**src/rtl/atomic_counter_bank_pkg.sv**
```systemverilog
// Shared FSM state type and counter add helper for atomic_counter_bank.
package atomic_counter_bank_pkg;

  localparam int MAX_W = 64;

  typedef enum logic {
    IDLE = 1'b0,
    SEND = 1'b1
  } state_t;

  // Adds inc to cnt inside a w-bit field (w <= MAX_W); clamps to all-ones or wraps on overflow.
  function automatic logic [MAX_W-1:0] acc_add(
    input logic [MAX_W-1:0] cnt,
    input logic [MAX_W-1:0] inc,
    input int unsigned      w,
    input logic             sat
  );
    logic [MAX_W:0] sum;
    logic [MAX_W:0] lim;
    sum = {1'b0, cnt} + {1'b0, inc};
    lim = (MAX_W+1)'(1) << w;
    if (sum < lim)
      acc_add = sum[MAX_W-1:0];
    else if (sat)
      acc_add = MAX_W'(lim - 1'b1);
    else
      acc_add = MAX_W'(sum - lim);
  endfunction

endpackage

```
**src/rtl/acb_counter.sv**
```systemverilog
// One event counter channel: clear beats trig; trig adds 1 or FAST_INC, wrapping or saturating.
// Updates every clk edge, no backpressure.
module acb_counter
  import atomic_counter_bank_pkg::*;
#(
  parameter int              COUNT_W  = 64,
  parameter longint unsigned FAST_INC = 1000000
) (
  input  logic               clk,
  input  logic               reset,
  input  logic               i_trig,
  input  logic               i_fast,
  input  logic               i_clr,
  input  logic               i_sat_mode,
  output logic [COUNT_W-1:0] o_cnt
);

  logic [COUNT_W-1:0] r_cnt;
  logic [MAX_W-1:0]   w_inc;

  assign w_inc = i_fast ? MAX_W'(FAST_INC) : MAX_W'(1);

  always_ff @(posedge clk or posedge reset) begin
    if (reset)
      r_cnt <= '0;
    else if (i_clr)
      r_cnt <= '0;
    else if (i_trig)
      r_cnt <= COUNT_W'(acc_add(MAX_W'(r_cnt), w_inc, COUNT_W, i_sat_mode));
  end

  assign o_cnt = r_cnt;

endmodule

```
**src/rtl/atomic_counter_bank.sv**
```systemverilog
// Bank of NUM_CH event counters read over a DATA_W bus as a coherent LSB-first burst of BEATS beats.
// First beat one cycle after req_i is sampled; no stalls, req_i ignored while busy_o.
module atomic_counter_bank
  import atomic_counter_bank_pkg::*;
#(
  parameter int              NUM_CH   = 4,
  parameter int              COUNT_W  = 64,
  parameter int              DATA_W   = 32,
  parameter longint unsigned FAST_INC = 1000000,
  localparam int             BEATS    = COUNT_W / DATA_W,
  localparam int             SEL_W    = (NUM_CH > 1) ? $clog2(NUM_CH) : 1
) (
  input  logic              clk,
  input  logic              reset,
  input  logic [NUM_CH-1:0] trig_i,
  input  logic [NUM_CH-1:0] fast_i,
  input  logic [NUM_CH-1:0] clr_i,
  input  logic              sat_mode_i,
  input  logic              req_i,
  input  logic [SEL_W-1:0]  ch_sel_i,
  output logic              ack_o,
  output logic [DATA_W-1:0] data_o,
  output logic              last_o,
  output logic              busy_o
);

  localparam int IDX_W = (BEATS > 1) ? $clog2(BEATS) : 1;

  logic [COUNT_W-1:0] w_cnt [NUM_CH];
  logic [COUNT_W-1:0] w_sel_cnt;
  logic [DATA_W-1:0]  w_beat;

  state_t             r_state;
  logic [IDX_W-1:0]   r_idx;
  logic [COUNT_W-1:0] r_snap;
  logic               r_ack;
  logic               r_last;
  logic               r_busy;

  for (genvar g = 0; g < NUM_CH; g++) begin : g_ch
    acb_counter #(
      .COUNT_W  (COUNT_W),
      .FAST_INC (FAST_INC)
    ) u_cnt (
      .clk        (clk),
      .reset      (reset),
      .i_trig     (trig_i[g]),
      .i_fast     (fast_i[g]),
      .i_clr      (clr_i[g]),
      .i_sat_mode (sat_mode_i),
      .o_cnt      (w_cnt[g])
    );
  end

  // Out-of-range selects fall through to zero.
  always_comb begin
    w_sel_cnt = '0;
    for (int i = 0; i < NUM_CH; i++)
      if (32'(ch_sel_i) == i) w_sel_cnt = w_cnt[i];
  end

  always_comb begin
    w_beat = '0;
    for (int b = 0; b < BEATS; b++)
      if (32'(r_idx) == b) w_beat = r_snap[b*DATA_W +: DATA_W];
  end

  // The snapshot takes the registered counter value, so a same-cycle clear or increment is not seen.
  always_ff @(posedge clk or posedge reset) begin
    if (reset) begin
      r_state <= IDLE;
      r_idx   <= '0;
      r_snap  <= '0;
      r_ack   <= 1'b0;
      r_last  <= 1'b0;
      r_busy  <= 1'b0;
    end else begin
      case (r_state)
        IDLE: begin
          if (req_i) begin
            r_state <= SEND;
            r_idx   <= '0;
            r_snap  <= w_sel_cnt;
            r_ack   <= 1'b1;
            r_busy  <= 1'b1;
            r_last  <= (BEATS == 1);
          end
        end
        SEND: begin
          if (r_last) begin
            r_state <= IDLE;
            r_idx   <= '0;
            r_ack   <= 1'b0;
            r_busy  <= 1'b0;
            r_last  <= 1'b0;
          end else begin
            r_idx  <= r_idx + 1'b1;
            r_last <= (32'(r_idx) + 2 == BEATS);
          end
        end
        default: r_state <= IDLE;
      endcase
    end
  end

  assign ack_o  = r_ack;
  assign last_o = r_last;
  assign busy_o = r_busy;
  assign data_o = r_ack ? w_beat : '0;

endmodule

```
**config.mk**
```make
export PLATFORM = sky130hd
export DESIGN_NAME = atomic_counter_bank
export DESIGN_NICKNAME = d
export VERILOG_FILES = /design/src/rtl/atomic_counter_bank_pkg.sv /design/src/rtl/acb_counter.sv /design/src/rtl/atomic_counter_bank.sv
export SDC_FILE = /design/constraint.sdc
export NUM_CORES = 1
export LEC_CHECK = 0
export ABC_AREA = 1
export CAP_MARGIN = 30
export CORE_MARGIN = 4
export CORE_UTILIZATION = 32
export CTS_BUF_LIST = sky130_fd_sc_hd__clkbuf_8
export DETAILED_ROUTE_END_ITERATION = 10
export SYNTH_ARGS = -nofsm -noshare
export SYNTH_HDL_FRONTEND = slang
export SYNTH_SLANG_ARGS = --single-unit
```
**constraint.sdc**
```tcl
create_clock -name clk -period 12.3 [get_ports clk]
set_input_delay 1.23 -clock clk [delete_from_list [all_inputs] [get_ports clk]]
set_output_delay 1.23 -clock clk [all_outputs]
set_load 0.005 [all_outputs]
```
==> impl_metrics.ini, run 1 <==
[run_status]
status = completed

[cts]
clockRootBuffer = clkbuf_8
cts_buffers = 66
cts_setup_buffers = 0
cts_sinks = 323
ctsResizeCount = 0
cts_tree = built
clk_pin_slew_ns = 0.05
clock_path_buffers = 3
clk_latency_ns = 0.68
cts-htree-levels = 3
cts-hold-fix-buffers = 0

[setup_path]
cp.arrival_ns = 2.87
path_class = register to output pin
cp_max_fo = 69
start_kind = register
critPathRequiredTime_ns = 11.07
crit_path_end_kind = output pin

[routing]
drt_first_iter_violations = 2995
wl_met1_mm = 46.33
routedWlPerCell_um = 19.34
drt_wl_total_mm = 104.5
drcViolationCount = 0
ant_nets = 0
vias_per_cell = 5.139
first_pass_iters = 6
route.top_layer_used = met5
vias = 27765
met2_length_mm = 44.18
dr_wl_met3_mm = 7.631

[placement]
post-place-ws_ns = 7.859
dp_hpwl_mm = 80.01
port_buffers = 52
gp_congestion = 0.9811
place_inst = 5283

[sta]
max_slew_margin = 0.2939
skew_ns = 0.03819
setup_ws_ns = 8.199
period_share = 0.3334
setup_tns_ns = 0
tightest_slew_ns = 1.059
post-route-min-period_ns = 4.101
final-hold-violation-count = 0
drv_slew = 0
max_freq_ghz = 0.2439
grt_setup_unrepaired = no
setup_violations = 0

[floorplan]
core-area_um2 = 79520
die_y_um = 292.2
pin_count = 53
die_w_um = 292.2
fp-row-count = 103
dieArea_um2 = 85380
start_util = 0.3250

[grt]
grt_pass1_wl_mm = 158.0
grt_pass1_vias = 25429
overflow = 0
grt_max_degree = 115
antenna_found_initial = 2
track_usage = 0.2394

[synthesis]
ys.flop_type = dfrtp_1
synth-simple-area-share = 0.4426
synth.distinct_cells = 42
seq_area_frac_synth = 0.3127
synth_xor_area_frac = 0.03389
synthMuxAreaShare = 0
synth.avg_cell_area_um2 = 6.024
netlist_instances = 4290
synth_seq_cells = 323
synth_area_um2 = 25840
synth-edff-count = 0
synthAdderAreaFrac = 0.01743
async_reset_ff_frac = 1.000
yosys_warnings = 0
syn-num-nets = 4344
synth-compound-area-share = 0.09179
synth_top_family_by_area = simple AND/OR/NAND/NOR gates

[cells_and_area]
nFillCells = 8705
final_util = 0.3613
area_delta_synth_final_pct = 11.17
multi_input_comb_area_um2 = 15210
layout.nets = 4356
drive_above_1_share = 0.05446
seqCellArea_um2 = 8084
final_cells = 5403

[job]
drv_cap = 0

[pwr]
p_per_area_nw_per_um2 = 112.4
leakagePower_nw = 14.25
vdd_drop_max_uv = 101.0
p_total_mw = 3.229

[min_path]
min_path_type = register to register
cells in the mapped netlist (47+ instances only):
library cell  number  share of area
nand2_1         1827           0.27
inv_1            508          0.074
nor2_1           396          0.058
nand3_1          333          0.064
dfrtp_1          323           0.31
o21ai_0          188          0.036
clkbuf_1          80          0.012
xor2_1            68          0.023
a21oi_1           65          0.013
o22ai_1           56          0.014
nand4_1           52          0.013
a221oi_1          47          0.016
cells by family (layout without fill, tap and decap cells):
family | count (synthesis) | after routing
AOI/OAI and AO/OA | 413 | 413
other | 0 | 1
and+or+nand+nor | 2761 | 2761
xor gates and xnor gates | 100 | 100
adders and majority gates | 36 | 36
buffers and inverters | 657 | 719
DFF | 323 | 323
per-layer routing:
metal  global-route usage  vias up
met1               0.3314    12877
met5                    0        -
met3              0.03666      232
li1                     -    13579
met2               0.3568     1075
met4               0.1332        2
where the power goes:
part           total, mW  internal, mW  switching (mW)
registers           1.22          1.14          0.0785
logic              0.764         0.263           0.501
clock network       1.25         0.690           0.556
worst max-delay path: stages, from the launching register on:
cell	delay (ns)
dfrtp_2	0.34
buf_4	0.51
o21ai_0	0.19
a21oi_1	0.51
clkdlybuf4s50_1	0.62
layout by cell type, fill, tap and decap left out, types with 3 or more instances in the layout:
cell and count:
xnor2_1 32, nor3_2 10, ha_1 36, nor2_1 387
clkinvlp_4 3, clkdlybuf4s50_1 52, a211oi_1 14, nor3b_1 4
nand3b_1 20, nor2_2 15, inv_1 521, nand3_2 15
and3_1 4, and2_1 3, o21bai_1 3, a221oi_1 47
nand3_4 3, nor3_1 42, buf_4 17, nand2_1 1826
nand3_1 333, nand2_2 20, xor2_1 68, o21ai_1 34
o22ai_1 56, o21ai_0 188, o211ai_1 3, clkbuf_8 89
nor2_4 13, inv_2 22, dfrtp_1 322, or2_2 10
nand4_1 52, a21oi_1 65, clkinv_2 7
registers in the layout, indices dropped and copies added, names as in the netlist:
register / cells
g_ch.u_cnt.o_cnt: 256
r_snap: 64
busy_o: 1
r_idx: 1
r_state: 1
through the flow:
step                      cell area [um^2]  hold WS (ns)
after floorplan                      25840        0.4478
after global placement               27250        0.4645
after detailed placement             27280        0.4682
after CTS                            28700        0.4826
after global routing                 28730        0.5094
final                                28730        0.4837
final timing paths:
kind	startpoint	slack [ns]	to	depth (start not counted)
min reg2reg	r_snap[15]	0.48	r_snap[15]	2
min	r_snap[15]	0.48	r_snap[15]	2
max reg2reg	g_ch[0].u_cnt.o_cnt[0]	9.30	g_ch[0].u_cnt.o_cnt[23]	14
min in group asynchronous	reset	1.04	g_ch[1].u_cnt.o_cnt[31]	2
max in group asynchronous	reset	9.07	g_ch[0].u_cnt.o_cnt[51]	4
max	r_idx	8.20	data_o[1]	4
cell type report:
type	instances	area share
repair buffers	71	0.02447
clock inverters	29	0.006924
flip-flops and latches	323	0.2814
diodes	1	0.00008710
clock buffers	89	0.04263
multi-input cells	3310	0.5293
well taps	1050	0.04573
inverters	530	0.06950
Power figures use the tool's default switching activity.
==> run 2, diff against run 1 <==
==> constraint.sdc (replaced) <==
create_clock -name clk -period 3.4 [get_ports clk]
set_input_delay 0.34 -clock clk [delete_from_list [all_inputs] [get_ports clk]]
set_output_delay 0.34 -clock clk [all_outputs]
set_load 0.005 [all_outputs]
==> impl_metrics.ini, run 2 (same netlist as run 1, synthesis figures left out) <==
[sta]
period_share = 0.9685
final-hold-violation-count = 0
max_freq_ghz = 0.3037
post-route-min-period_ns = 3.293
skew_ns = 0.04242
drv_slew = 0
max_slew_margin = 0.3103
tightest_slew_ns = 1.024
grt_setup_unrepaired = no
setup_tns_ns = 0
setup_violations = 0

[setup_path]
slowest_delay_ns = 0.80
path_class = register to output pin
crit_family = flip-flops
critPathRequiredTime_ns = 3.06
cp_num_buf_inv = 1
start_kind = register
path_cells = o21ai_0, a21oi_1, clkdlybuf4s50_1
r2r_slack_ns = 0.80
crit_path_end_kind = output pin
critPathSlowestCell = dfrtp_2
cp.arrival_ns = 2.95
cp_max_fo = 37

[routing]
drcViolationCount = 0
ant_nets = 0
drt_first_iter_violations = 3316
first_pass_iters = 9
vias = 27668
vias_per_cell = 5.098
drt_wl_total_mm = 102.2
routedWlPerCell_um = 18.84

[grt]
track_usage = 0.2335
antenna_found_initial = 1
grt_max_degree = 83
overflow = 0
grt_pass1_vias = 25420
grt_pass1_wl_mm = 154.9

[floorplan]
pin_count = 53
start_util = 0.3250
die_w_um = 292.2
core-area_um2 = 79520
fp-row-count = 103
die_y_um = 292.2
dieArea_um2 = 85380

[cells_and_area]
final_util = 0.3641
layout.nets = 4381
largest_reg_flops = 256
seqCellArea_um2 = 8085
drive_above_1_share = 0.06010
layout_common_cells = nand2_1 (1826), inv_1 (520), nor2_1 (387)
final_common_cell = nand2_1
multi_input_comb_area_um2 = 15210
area_delta_synth_final_pct = 12.04
nFillCells = 8618
final_cells = 5427

[placement]
place_inst = 5314
dp_hpwl_mm = 79.32
gp_congestion = 0.9888
port_buffers = 52

[run_status]
status = completed

[pwr]
p_per_area_nw_per_um2 = 396.4
leakagePower_nw = 14.39
vdd_drop_max_uv = 273.1

[cts]
clockRootBuffer = clkbuf_8
ctsResizeCount = 0
cts-hold-fix-buffers = 0
cts_sinks = 323
cts_tree = built
cts-htree-levels = 2
clk_latency_ns = 0.75
clock_path_buffers = 3
clk_pin_slew_ns = 0.07
cts_setup_buffers = 0
cts_buffers = 61

[min_path]
min_path_type = input port to asynchronous set/reset pin

[job]
drv_cap = 0
-- run 2: changes by cell type in the layout (fill, tap and decap cells not counted), moves of 2 or more --
cell | previous run | this run
buf_4 | 17 | 36
clkbuf_8 | 89 | 75
buf_12 | 0 | 13
clkinv_2 | 7 | 18
buf_16 | 2 | 0
clkinvlp_4 | 3 | 1
inv_12 | 0 | 2
inv_8 | 2 | 0
-- run 2: layout make-up --
type	count	area share
multi-input cells	3310	0.5252
repair buffers	101	0.03630
diodes	1	0.00008642
well taps	1050	0.04537
inverters	530	0.06884
clock buffers	75	0.03565
flip-flops and latches	323	0.2792
clock inverters	37	0.009334
-- run 2: per-layer routing --
layer / part of all wire / wire (um) / global-route usage / vias to the layer above
li1: - / - / - / 13637
met1: 0.45 / 45820 / 0.3316 / 12723
met2: 0.41 / 42330 / 0.3429 / 1090
met3: 0.077 / 7890 / 0.03385 / 218
met4: 0.061 / 6203 / 0.1221 / 0
met5: 0 / 0 / 0 / -
-- run 2: where the power goes --
part,internal [mW],switching [mW],leakage (nW)
sequential,4.12,0.376,4.43
combinational,1.01,1.73,9.22
clock,2.24,1.99,0.740
total,7.38,4.10,14.4
-- run 2: path summary, 6_finish.rpt --
| check | from | end | cells after the start |
|---|---|---|---|
| worst max-delay path | r_idx | data_o[0] | 3 |
| worst min-delay path | reset | g_ch[1].u_cnt.o_cnt[17] | 2 |
| worst max register to register | g_ch[0].u_cnt.o_cnt[0] | g_ch[0].u_cnt.o_cnt[0] | 14 |
| worst min register to register | r_snap[31] | r_snap[31] | 2 |
| max in group asynchronous | reset | r_idx | 3 |
| min in group clk | req_i | r_idx | 4 |
-- run 2: per-stage QoR --
| stage | worst slack, ns | cell area [um^2] | hold WS, ns | total power, mW |
|---|---|---|---|---|
| after detailed placement | 0.3445 | 27650 | 0.4687 | 7.253 |
| after CTS | 0.1395 | 28950 | 0.1005 | 11.53 |
| final | 0.1071 | 28960 | 0.08742 | 11.48 |
| after global routing | 0.05346 | 28960 | 0.1296 | 11.99 |
| after global placement | 0.3873 | 27650 | 0.4640 | 7.248 |
| after floorplan | -1.249 | 25850 | 0.4478 | 5.896 |
